==> src/rtl/sha_output_pkg.sv <==
// -----------------------------------------------------------------------------
// sha_output_pkg
// Shared definitions for the SHA output path: the data word width and the
// state encoding used by the parallel-to-serial frame transmitter.
// -----------------------------------------------------------------------------
package sha_output_pkg;

    localparam int WORD_W = 32;

    typedef enum logic {
        IDLE = 1'b0,
        SEND = 1'b1
    } state_e;

endpackage : sha_output_pkg

==> src/rtl/pts_sr_tx.sv <==
// -----------------------------------------------------------------------------
// pts_sr_tx
// Parallel-to-serial frame transmitter. Captures NUM_WORDS words in one cycle
// and streams them out over a valid/ready handshake, highest index first.
//
// Ports
//   clk          : clock, all state updates on the rising edge
//   n_rst        : asynchronous active-low reset
//   clear        : synchronous abort of any frame in progress (beats load/transfer)
//   load         : capture parallel_in when load_ready is high
//   parallel_in  : NUM_WORDS x WORD_W words; index NUM_WORDS-1 is sent first
//   load_ready   : high while idle, a load is accepted this cycle
//   serial_out   : word currently offered (0 while idle)
//   serial_valid : serial_out is valid
//   serial_ready : downstream accepts serial_out this cycle
//   serial_last  : serial_out is the final word of the frame
//   done         : one-cycle pulse after the final word transfers
// -----------------------------------------------------------------------------
module pts_sr_tx
    import sha_output_pkg::*;
#(
    parameter int NUM_WORDS = 8
) (
    input  logic              clk,
    input  logic              n_rst,
    input  logic              clear,
    input  logic              load,
    input  logic [WORD_W-1:0] parallel_in [NUM_WORDS],
    output logic              load_ready,
    output logic [WORD_W-1:0] serial_out,
    output logic              serial_valid,
    input  logic              serial_ready,
    output logic              serial_last,
    output logic              done
);

    localparam int               CNT_W    = $clog2(NUM_WORDS);
    localparam logic [CNT_W-1:0] LAST_IDX = CNT_W'(NUM_WORDS - 1);

    state_e            state_q, state_d;
    logic [WORD_W-1:0] buf_q [NUM_WORDS];
    logic [WORD_W-1:0] buf_d [NUM_WORDS];
    logic [CNT_W-1:0]  cnt_q, cnt_d;
    logic              done_q, done_d;

    // NOTE: every signal gets its hold value before any branch, so no path
    // through this block leaves a variable unassigned and no latch is inferred.
    always_comb begin
        state_d = state_q;
        buf_d   = buf_q;
        cnt_d   = cnt_q;
        done_d  = 1'b0;

        if (clear) begin
            state_d = IDLE;
            buf_d   = '{default: '0};
            cnt_d   = '0;
        end else begin
            case (state_q)
                IDLE: begin
                    if (load) begin
                        buf_d   = parallel_in;
                        cnt_d   = '0;
                        state_d = SEND;
                    end
                end
                SEND: begin
                    if (serial_ready) begin
                        // Shift toward the output end; zeros enter at index 0.
                        for (int i = NUM_WORDS - 1; i > 0; i--) begin
                            buf_d[i] = buf_q[i-1];
                        end
                        buf_d[0] = '0;
                        if (cnt_q == LAST_IDX) begin
                            // Final word: the counter restarts instead of wrapping.
                            state_d = IDLE;
                            cnt_d   = '0;
                            done_d  = 1'b1;
                        end else begin
                            cnt_d = cnt_q + CNT_W'(1);
                        end
                    end
                end
            endcase
        end
    end

    // NOTE: the word buffer is reset along with the control state because the
    // block must present all-zero contents immediately after reset.
    // NOTE: sequential state uses non-blocking assignments so every register
    // samples the pre-edge values of the others.
    always_ff @(posedge clk or negedge n_rst) begin
        if (!n_rst) begin
            state_q <= IDLE;
            buf_q   <= '{default: '0};
            cnt_q   <= '0;
            done_q  <= 1'b0;
        end else begin
            state_q <= state_d;
            buf_q   <= buf_d;
            cnt_q   <= cnt_d;
            done_q  <= done_d;
        end
    end

    assign load_ready   = (state_q == IDLE);
    assign serial_valid = (state_q == SEND);
    assign serial_out   = (state_q == SEND) ? buf_q[NUM_WORDS-1] : '0;
    assign serial_last  = (state_q == SEND) && (cnt_q == LAST_IDX);
    assign done         = done_q;

endmodule : pts_sr_tx

==> config.mk <==
export PLATFORM = sky130hd
export DESIGN_NAME = pts_sr_tx
export DESIGN_NICKNAME = d
export VERILOG_FILES = /design/src/rtl/sha_output_pkg.sv /design/src/rtl/pts_sr_tx.sv
export SDC_FILE = /design/constraint.sdc
export NUM_CORES = 1
export LEC_CHECK = 0
export ABC_AREA = 1
export BUFFER_PORTS_ARGS = -buffer_cell sky130_fd_sc_hd__buf_2
export CORE_ASPECT_RATIO = 1.75
export CORE_UTILIZATION = 45
export DETAILED_ROUTE_END_ITERATION = 16
export PLACE_DENSITY = 0.78
export REMOVE_ABC_BUFFERS = 1
export SLEW_MARGIN = 20
export SYNTH_ARGS = -nofsm -noshare
export SYNTH_HDL_FRONTEND = slang
export SYNTH_SLANG_ARGS = --single-unit
==> constraint.sdc <==
create_clock -name clk -period 3.4 [get_ports clk]
set_input_delay 0.51 -clock clk [delete_from_list [all_inputs] [get_ports clk]]
set_output_delay 0.51 -clock clk [all_outputs]
set_load 0.01 [all_outputs]
# [Word level (Yosys, flattened, before mapping)]
# Cells that the tools add are included.
[word_totals] reg_bits=261 input_bits=261 output_inout_bits=36 wordCells=37
[classes] n_addsub=1 n_eq_ne=3 mux=19 bitwise=1 reduce_logical=2
[ops] cell="$mux W256" count=3
[ops] cell="$pmux W256 S2" count=1
[ops] cell="$mux W32" count=1
[ops] cell="$mux W3" count=4
[ops] cell="$mux W1" count=8
[ops] cell="$ne A3 B3 Y1 const B" count=2
[ops] cell="$pmux W3 S2" count=1
[ops] cell="$add A3 B1 Y3 const B" count=1
[ops] cell="$eq A3 B3 Y1 const B" count=1
[ops] cell="$pmux W1 S2" count=1
[ops] cell="$reduce_and A2 Y1" count=1
[ops] cell="$logic_and A1 B1 Y1" count=1
[ops] cell="$not A1 Y1" count=1

# [Longest topological paths before layout]
# Gate-level depths: netlist of run 1.
[depth] word_depth=5 depth_mapped=9 ltp_nobuf=7

# [Least setup slack after synthesis of run 1]
# No wires, ideal clock.
[synth_path] kind="reg2out" start="register state_q, in the netlist serial_valid" end="output port serial_out[10]" arrival_time_ns=1.271 t_required_ns=2.890 path_slack_ns=1.619 path_stages_with_launch=6 path_buffers=3 cell_sequence="dfrtp_1 -> buf_4 -> clkbuf_1 -> buf_1 -> nand2_1 -> inv_1"
[synth_between] elab_chain_len=1
[synth_rtl] item="start, declared" line_no="pts_sr_tx.sv:40" text="state_e state_q, state_d;"
[synth_rtl] item="start signal, assigned" line_no="pts_sr_tx.sv:99" text="state_q <= state_d;"
[synth_rtl] item="$mux W32" line_no="pts_sr_tx.sv:108" text="assign serial_out = (state_q == SEND) ? buf_q[NUM_WORDS-1] : '0;"
[synth_rtl] item="end, declared" line_no="pts_sr_tx.sv:30" text="output logic [WORD_W-1:0] serial_out,"
# No other way between the ends.

# [Worst setup path after layout of run 1]
[layout_path] start="register state_q, in the netlist serial_valid" end="output port serial_out[1]"
# The elaborated chain is that of the path after synthesis.

==> reports/summary.txt, run 1 <==
CP endpoint = serial_out[1]
Minimum clock period = 2.649 ns
Worst setup SP type = flop
F_max = 377.5 MHz
H-tree depth = 1
Fin Setup TNS = 0 ns
Warnings, synthesis = 0
Worst vdd ir = 0.3038 mV
Die area = 0.03183 sq mm
Total grt overflow = 0
Setup slack, reg-to-reg = 0.94 ns
Max cap viols = 0
Core box area = 0.03063 sq mm
Reg2reg start = serial_valid
Setup CP Type = flop to output port
Die height = 235.3 um
CP arrival = 2.14 ns
Number of buffers inserted by hold repair at cts = 1
WL/cell = 14.95 um
Slew Limit Headroom = 0.3050
Post-layout util = 0.5329
Count leader, synth = nand2_1
Pin count of the biggest net entering global routing = 227
Layout cells sized above 1 = 0.1622
Net total in the final layout = 2461
Post-Layout Cell Count = 2608
Seq/Total Area, Yosys = 0.4668
Inst Count DP = 2561
Synth cell count leaders = nand2_1, nand3_1, dfrtp_1
Ports = 297
Drt pass-1 iters = 7
Count of different cell masters after synthesis = 17
CTS tree = built
Layout area overhead = 16.66%
Port Buffers = 296
Critical Path Start = serial_valid
Worst Tran Pin Value = 1.042 ns
Vias per Instance = 5.319
Final wirelength = 39.00 mm
Initial Utilization = 0.4568
Critical Path RT = 2.89 ns
GRT Overall Usage = 0.2458
RSZ-0062 raised after global routing = false
FF+latch count, synth = 261
Ranking of synthesized cells by area = dfrtp_1, nand2_1, nand3_1, buf_2, nor2_1
Post-synthesis cell area = 0.01399 sq mm
Cts bufs inserted = 25
Fraction of registers with async set/reset = 1.000
Clock Skews = 0.009148 ns
Area leader, netlist = dfrtp_1
First DRT Iteration DRCs = 1164
Tcrit/Tclk final = 0.7791
GPL Wtd Cong = 0.8348
Run status = completed
Post-DP HPWL = 22.55 mm
Crit-path max FO = 126
Number of global-route vias before repair = 12970
Num Clock Sinks = 261
Post-synth top flop = dfrtp_1
R2R Path End = buf_q[23]
Buffers from clock root to sink, at most = 3
Post-route ant nets = 0
Global-route wire length before repair = 63.93 mm
Crit. End Element = output port
CTS resizes = 0
Worst-Skew Late Latency = 0.52 ns
Initial antenna violation count = 4
Fillers = 2897
Via count = 13870
Clock input transition at the sequential cells of the worst setup and hold paths = 0.07 ns
Mean Syn Cell Area = 6.910 sq um
Post CTS Setup Buffer Count = 0
Min-delay worst type = input port to flop
Remaining DRCs = 0
Final-report max-slew violation count = 0
Die Width = 135.3 um
Depth of the worst register-to-register path = 6
Mapped Cells = 2025
Synth top area share = 0.4668
Final hold viol count = 0
FP Rows = 85
Root Driver = clkbuf_16
Endpoints failing setup = 0
Power Dens Cells = 463.6 mW/mm^2
Leak = 9.749 nW
Number of synthesized flops with an enable pin = 0
-- area by class of cell --
cell class                 instances  area [sq um]  area share
inverter                          36         140.1    0.008585
multi-input combinational       1559          6544      0.4009
sequential                       261          6535      0.4004
tap                              391         489.2     0.02997
timing repair buffer             315          1774      0.1087
clock buffer                      37         730.7     0.04476
clock inverter                     5         100.1    0.006132
antenna                            4         10.01   0.0006132
-- cell usage in the layout, fill, tap and decap left out --
master and instances:
nand2_1 1033, dlygate4sd3_1 1, nor2_1 35, nand4_1 3, bufinv_16 3, clkbuf_16 25
nor2_2 1, buf_2 295, ha_1 2, nor2_4 2, dfrtp_4 1, nand2_8 3
nand3_1 480, buf_12 11, clkbuf_1 6, buf_8 1, clkbuf_8 6, inv_1 34
dfrtp_1 260, diode_2 4, clkinv_2 2, inv_6 1, buf_4 7, inv_2 1
-- state kept, by name, summed over array words and instances (netlist names) --
name	cells
buf_q	256
cnt_q	3
serial_valid	1
done	1
-- worst max-delay path, stage by stage, from the launching register on --
cell and delay (ns):
dfrtp_4 0.69, buf_12 0.42, nand2_1 0.10, inv_1 0.10, buf_2 0.13
-- kinds of logic after synthesis --
kind of cell | share of synthesized area
adder cells (fa/ha/maj) | 0.001788
flip-flops | 0.4668
buffers and inverters | 0.06778
AND/OR/NAND/NOR | 0.4637
-- stage by stage --
stage / power, mW / hold slack, ns / worst slack, ns / area [sq um]
global placement: 4.699 / 0.4534 / 0.9905 / 15470
CTS: 7.634 / 0.2644 / 0.7368 / 16310
detailed placement: 4.737 / 0.4586 / 0.9519 / 15470
global route: 7.927 / 0.2840 / 0.6459 / 16320
finish: 7.568 / 0.2843 / 0.7511 / 16320
floorplan: 4.237 / 0.2144 / -6.859 / 13180
-- power by group --
group | total [mW] | switching, mW | internal [mW]
clock network | 2.88 | 1.18 | 1.70
registers | 3.55 | 0.161 | 3.39
logic | 1.13 | 0.748 | 0.386
total | 7.57 | 2.09 | 5.48
-- metal layers --
metal	vias up	share of wire	global-route usage
li1	6755	-	-
met1	6453	0.40	0.3230
met2	547	0.49	0.3953
met3	118	0.053	0.02089
met4	0	0.055	0.1403
met5	-	0	0
-- worst min-delay path by stage --
stage                startpoint    endpoint  slack [ns]  depth (start not counted)
2_1_floorplan             n_rst    buf_q[0]        0.21                          0
3_3_place_gp         buf_q[247]  buf_q[247]        0.45                          2
3_5_place_dp         buf_q[241]  buf_q[241]        0.46                          2
4_1_cts        parallel_in[197]  buf_q[197]        0.26                          5
5_1_grt            serial_ready    cnt_q[2]        0.28                          3
6_report        parallel_in[25]   buf_q[25]        0.28                          5
No activity file was read; power rests on OpenSTA's default activity.
==> run 2, diff against run 1 <==
==> constraint.sdc (replaced) <==
create_clock -name clk -period 2.5 [get_ports clk]
set_input_delay 0.375 -clock clk [delete_from_list [all_inputs] [get_ports clk]]
set_output_delay 0.375 -clock clk [all_outputs]
set_load 0.01 [all_outputs]
==> run 2 against run 1 <==
Combinational power grew 40%. Utilization grew 0.48 points. Register-to-register slack lost 0.48 ns. Global-route usage grew 0.16 points. Final cell count grew 0.54%. Non-clock buffer count grew 13.
==> reports/summary.txt, run 2 (synthesis gave the netlist of run 1 again) <==
Run status = completed
Die area = 0.03183 sq mm (unchanged)
CTS tree = built
Global-route wire length before repair = 64.23 mm (+0.46%)
Post CTS Setup Buffer Count = 0 (unchanged)
Slew Limit Headroom = 0.5371 (+0.2321)
First DRT Iteration DRCs = 1170 (+0.52%)
Final-report max-slew violation count = 0 (unchanged)
Inst Count DP = 2574 (+0.51%)
Depth of the worst register-to-register path = 6 (unchanged)
Core box area = 0.03063 sq mm (unchanged)
Worst vdd ir = 0.5637 mV (+86%)
Num Clock Sinks = 261 (unchanged)
Setup CP Type = flop to output port
Drt pass-1 iters = 5 (-2)
Pin count of the biggest net entering global routing = 145 (-36%)
Worst Tran Pin Value = 0.6943 ns (-0.3482 ns)
Clock input transition at the sequential cells of the worst setup and hold paths = 0.06 ns (about the same)
FP Rows = 85 (unchanged)
F_max = 437.2 MHz
Root Driver = clkbuf_16
CP arrival = 1.91 ns (-0.23 ns)
Ports = 297 (unchanged)
Total power = 10.25 mW (+35%)
Largest Register = buf_q
Die Width = 135.3 um (unchanged)
Hold EP = buf_q[10]
Via count = 13900 (+0.19%)
Most common cell after layout, fill and taps aside = nand2_1
Number of global-route vias before repair = 13200 (+1.7%)
R2R Path End = buf_q[80]
Clock Skews = 0.008416 ns (-0.0007320 ns)
Cts bufs inserted = 25 (unchanged)
Buffers from clock root to sink, at most = 3 (unchanged)
Most frequent cells in the layout = nand2_1, nand3_1, buf_2
Crit-path max FO = 97 (-23%)
Setup WS pre-CTS = 0.4868 ns (-0.4651 ns)
Endpoints failing setup = 0 (unchanged)
Final wirelength = 39.15 mm (+0.38%)
Setup WS post-layout = 0.2125 ns (-0.5386 ns)
Vias per Instance = 5.301 (-0.34%)
Initial antenna violation count = 4 (unchanged)
Power Dens Cells = 622.6 mW/mm^2 (+34%)
H-tree depth = 1 (unchanged)
Fin Setup TNS = 0 ns (unchanged)
Worst-Skew Late Latency = 0.53 ns (about the same)
Minimum clock period = 2.288 ns
Die height = 235.3 um (unchanged)
Max cap viols = 0 (unchanged)
Post-Layout Cell Count = 2622 (+0.54%)
GPL Wtd Cong = 0.8334 (-0.17%)
Initial Utilization = 0.4568 (unchanged)
RSZ-0062 raised after global routing = false
Largest register FFs = 256 (unchanged)
Remaining DRCs = 0 (unchanged)
Total grt overflow = 0 (unchanged)
Min-delay worst type = input port to flop
Setup slack, reg-to-reg = 0.46 ns (-0.48 ns)
HP Start = parallel_in[10]
Port Buffers = 296 (unchanged)
Post-layout util = 0.5377 (+0.004820)
Reg2reg start = serial_valid
CTS resizes = 0 (unchanged)
Worst setup SP type = flop
Net total in the final layout = 2474 (+0.53%)
Post-DP HPWL = 24.30 mm (+7.8%)
Fillers = 2901 (+0.14%)
Post-route ant nets = 0 (unchanged)
WL/cell = 14.93 um (-0.15%)
Hold path depth = 5 (unchanged)
Layout cells sized above 1 = 0.1688 (+0.006614)
Leak = 9.837 nW (+0.91%)
Layout area overhead = 17.71%
Top Registers = buf_q: 256 flops, cnt_q: 3 flops
Crit. End Element = output port
Tcrit/Tclk final = 0.9150
Final hold viol count = 0 (unchanged)
Critical Path RT = 2.12 ns (-0.77 ns)
GRT Overall Usage = 0.2474 (+0.001601)
## run 2: layer usage
metal  GRT usage  vias up  part of all wire
li1            -     6789                 -
met1      0.3133     6472              0.39
met3     0.01572      102             0.049
met4      0.1519        0             0.057
met2      0.4098      537              0.50
met5           0        -                 0
## run 2: power by group
group	switching [mW]	internal, mW
sequential	0.213	4.61
combinational	1.03	0.552
clock	1.63	2.21
## run 2: critical path, cell delays in order (launching register included)
cell,delay (ns)
dfrtp_4,0.59
buf_12,0.40
nand2_1,0.14
inv_1,0.08
buf_2,0.12
## run 2: per-stage QoR
step / cell area (sq um) / hold slack (ns)
after floorplan: 13180 / 0.07941
after global placement: 15630 / 0.3607
after detailed placement: 15630 / 0.3571
after CTS: 16460 / 0.1233
after global routing: 16470 / 0.1557
final: 16470 / 0.1499
## run 2: area by class of cell
type,count,area (sq um),area share
Multi-Input combinational cell,1559,6544,0.3973
Clock inverter,9,98.84,0.006001
Inverter,36,140.1,0.008508
Tap cell,391,489.2,0.02970
Timing Repair Buffer,328,1934,0.1174
Clock buffer,34,719.4,0.04368
Sequential cell,261,6535,0.3968
Antenna cell,4,10.01,0.0006077
## run 2: repair_timing
action                     in CTS  in global routing
hold buffers                    1                  0
setup endpoints to repair       0                  0
hold endpoints to repair       55                  0
## run 2: how the worst max path moves through the flow
stage / from / to / slack, ns / cells after the start
4_1_cts: serial_valid / serial_out[1] / 0.20 / 4
3_5_place_dp: serial_valid / buf_q[80] / 0.49 / 6
6_report: serial_valid / serial_out[1] / 0.21 / 4
2_1_floorplan: serial_valid / buf_q[0] / -7.76 / 6
5_1_grt: serial_valid / serial_out[1] / 0.14 / 4
3_3_place_gp: serial_valid / buf_q[78] / 0.56 / 6
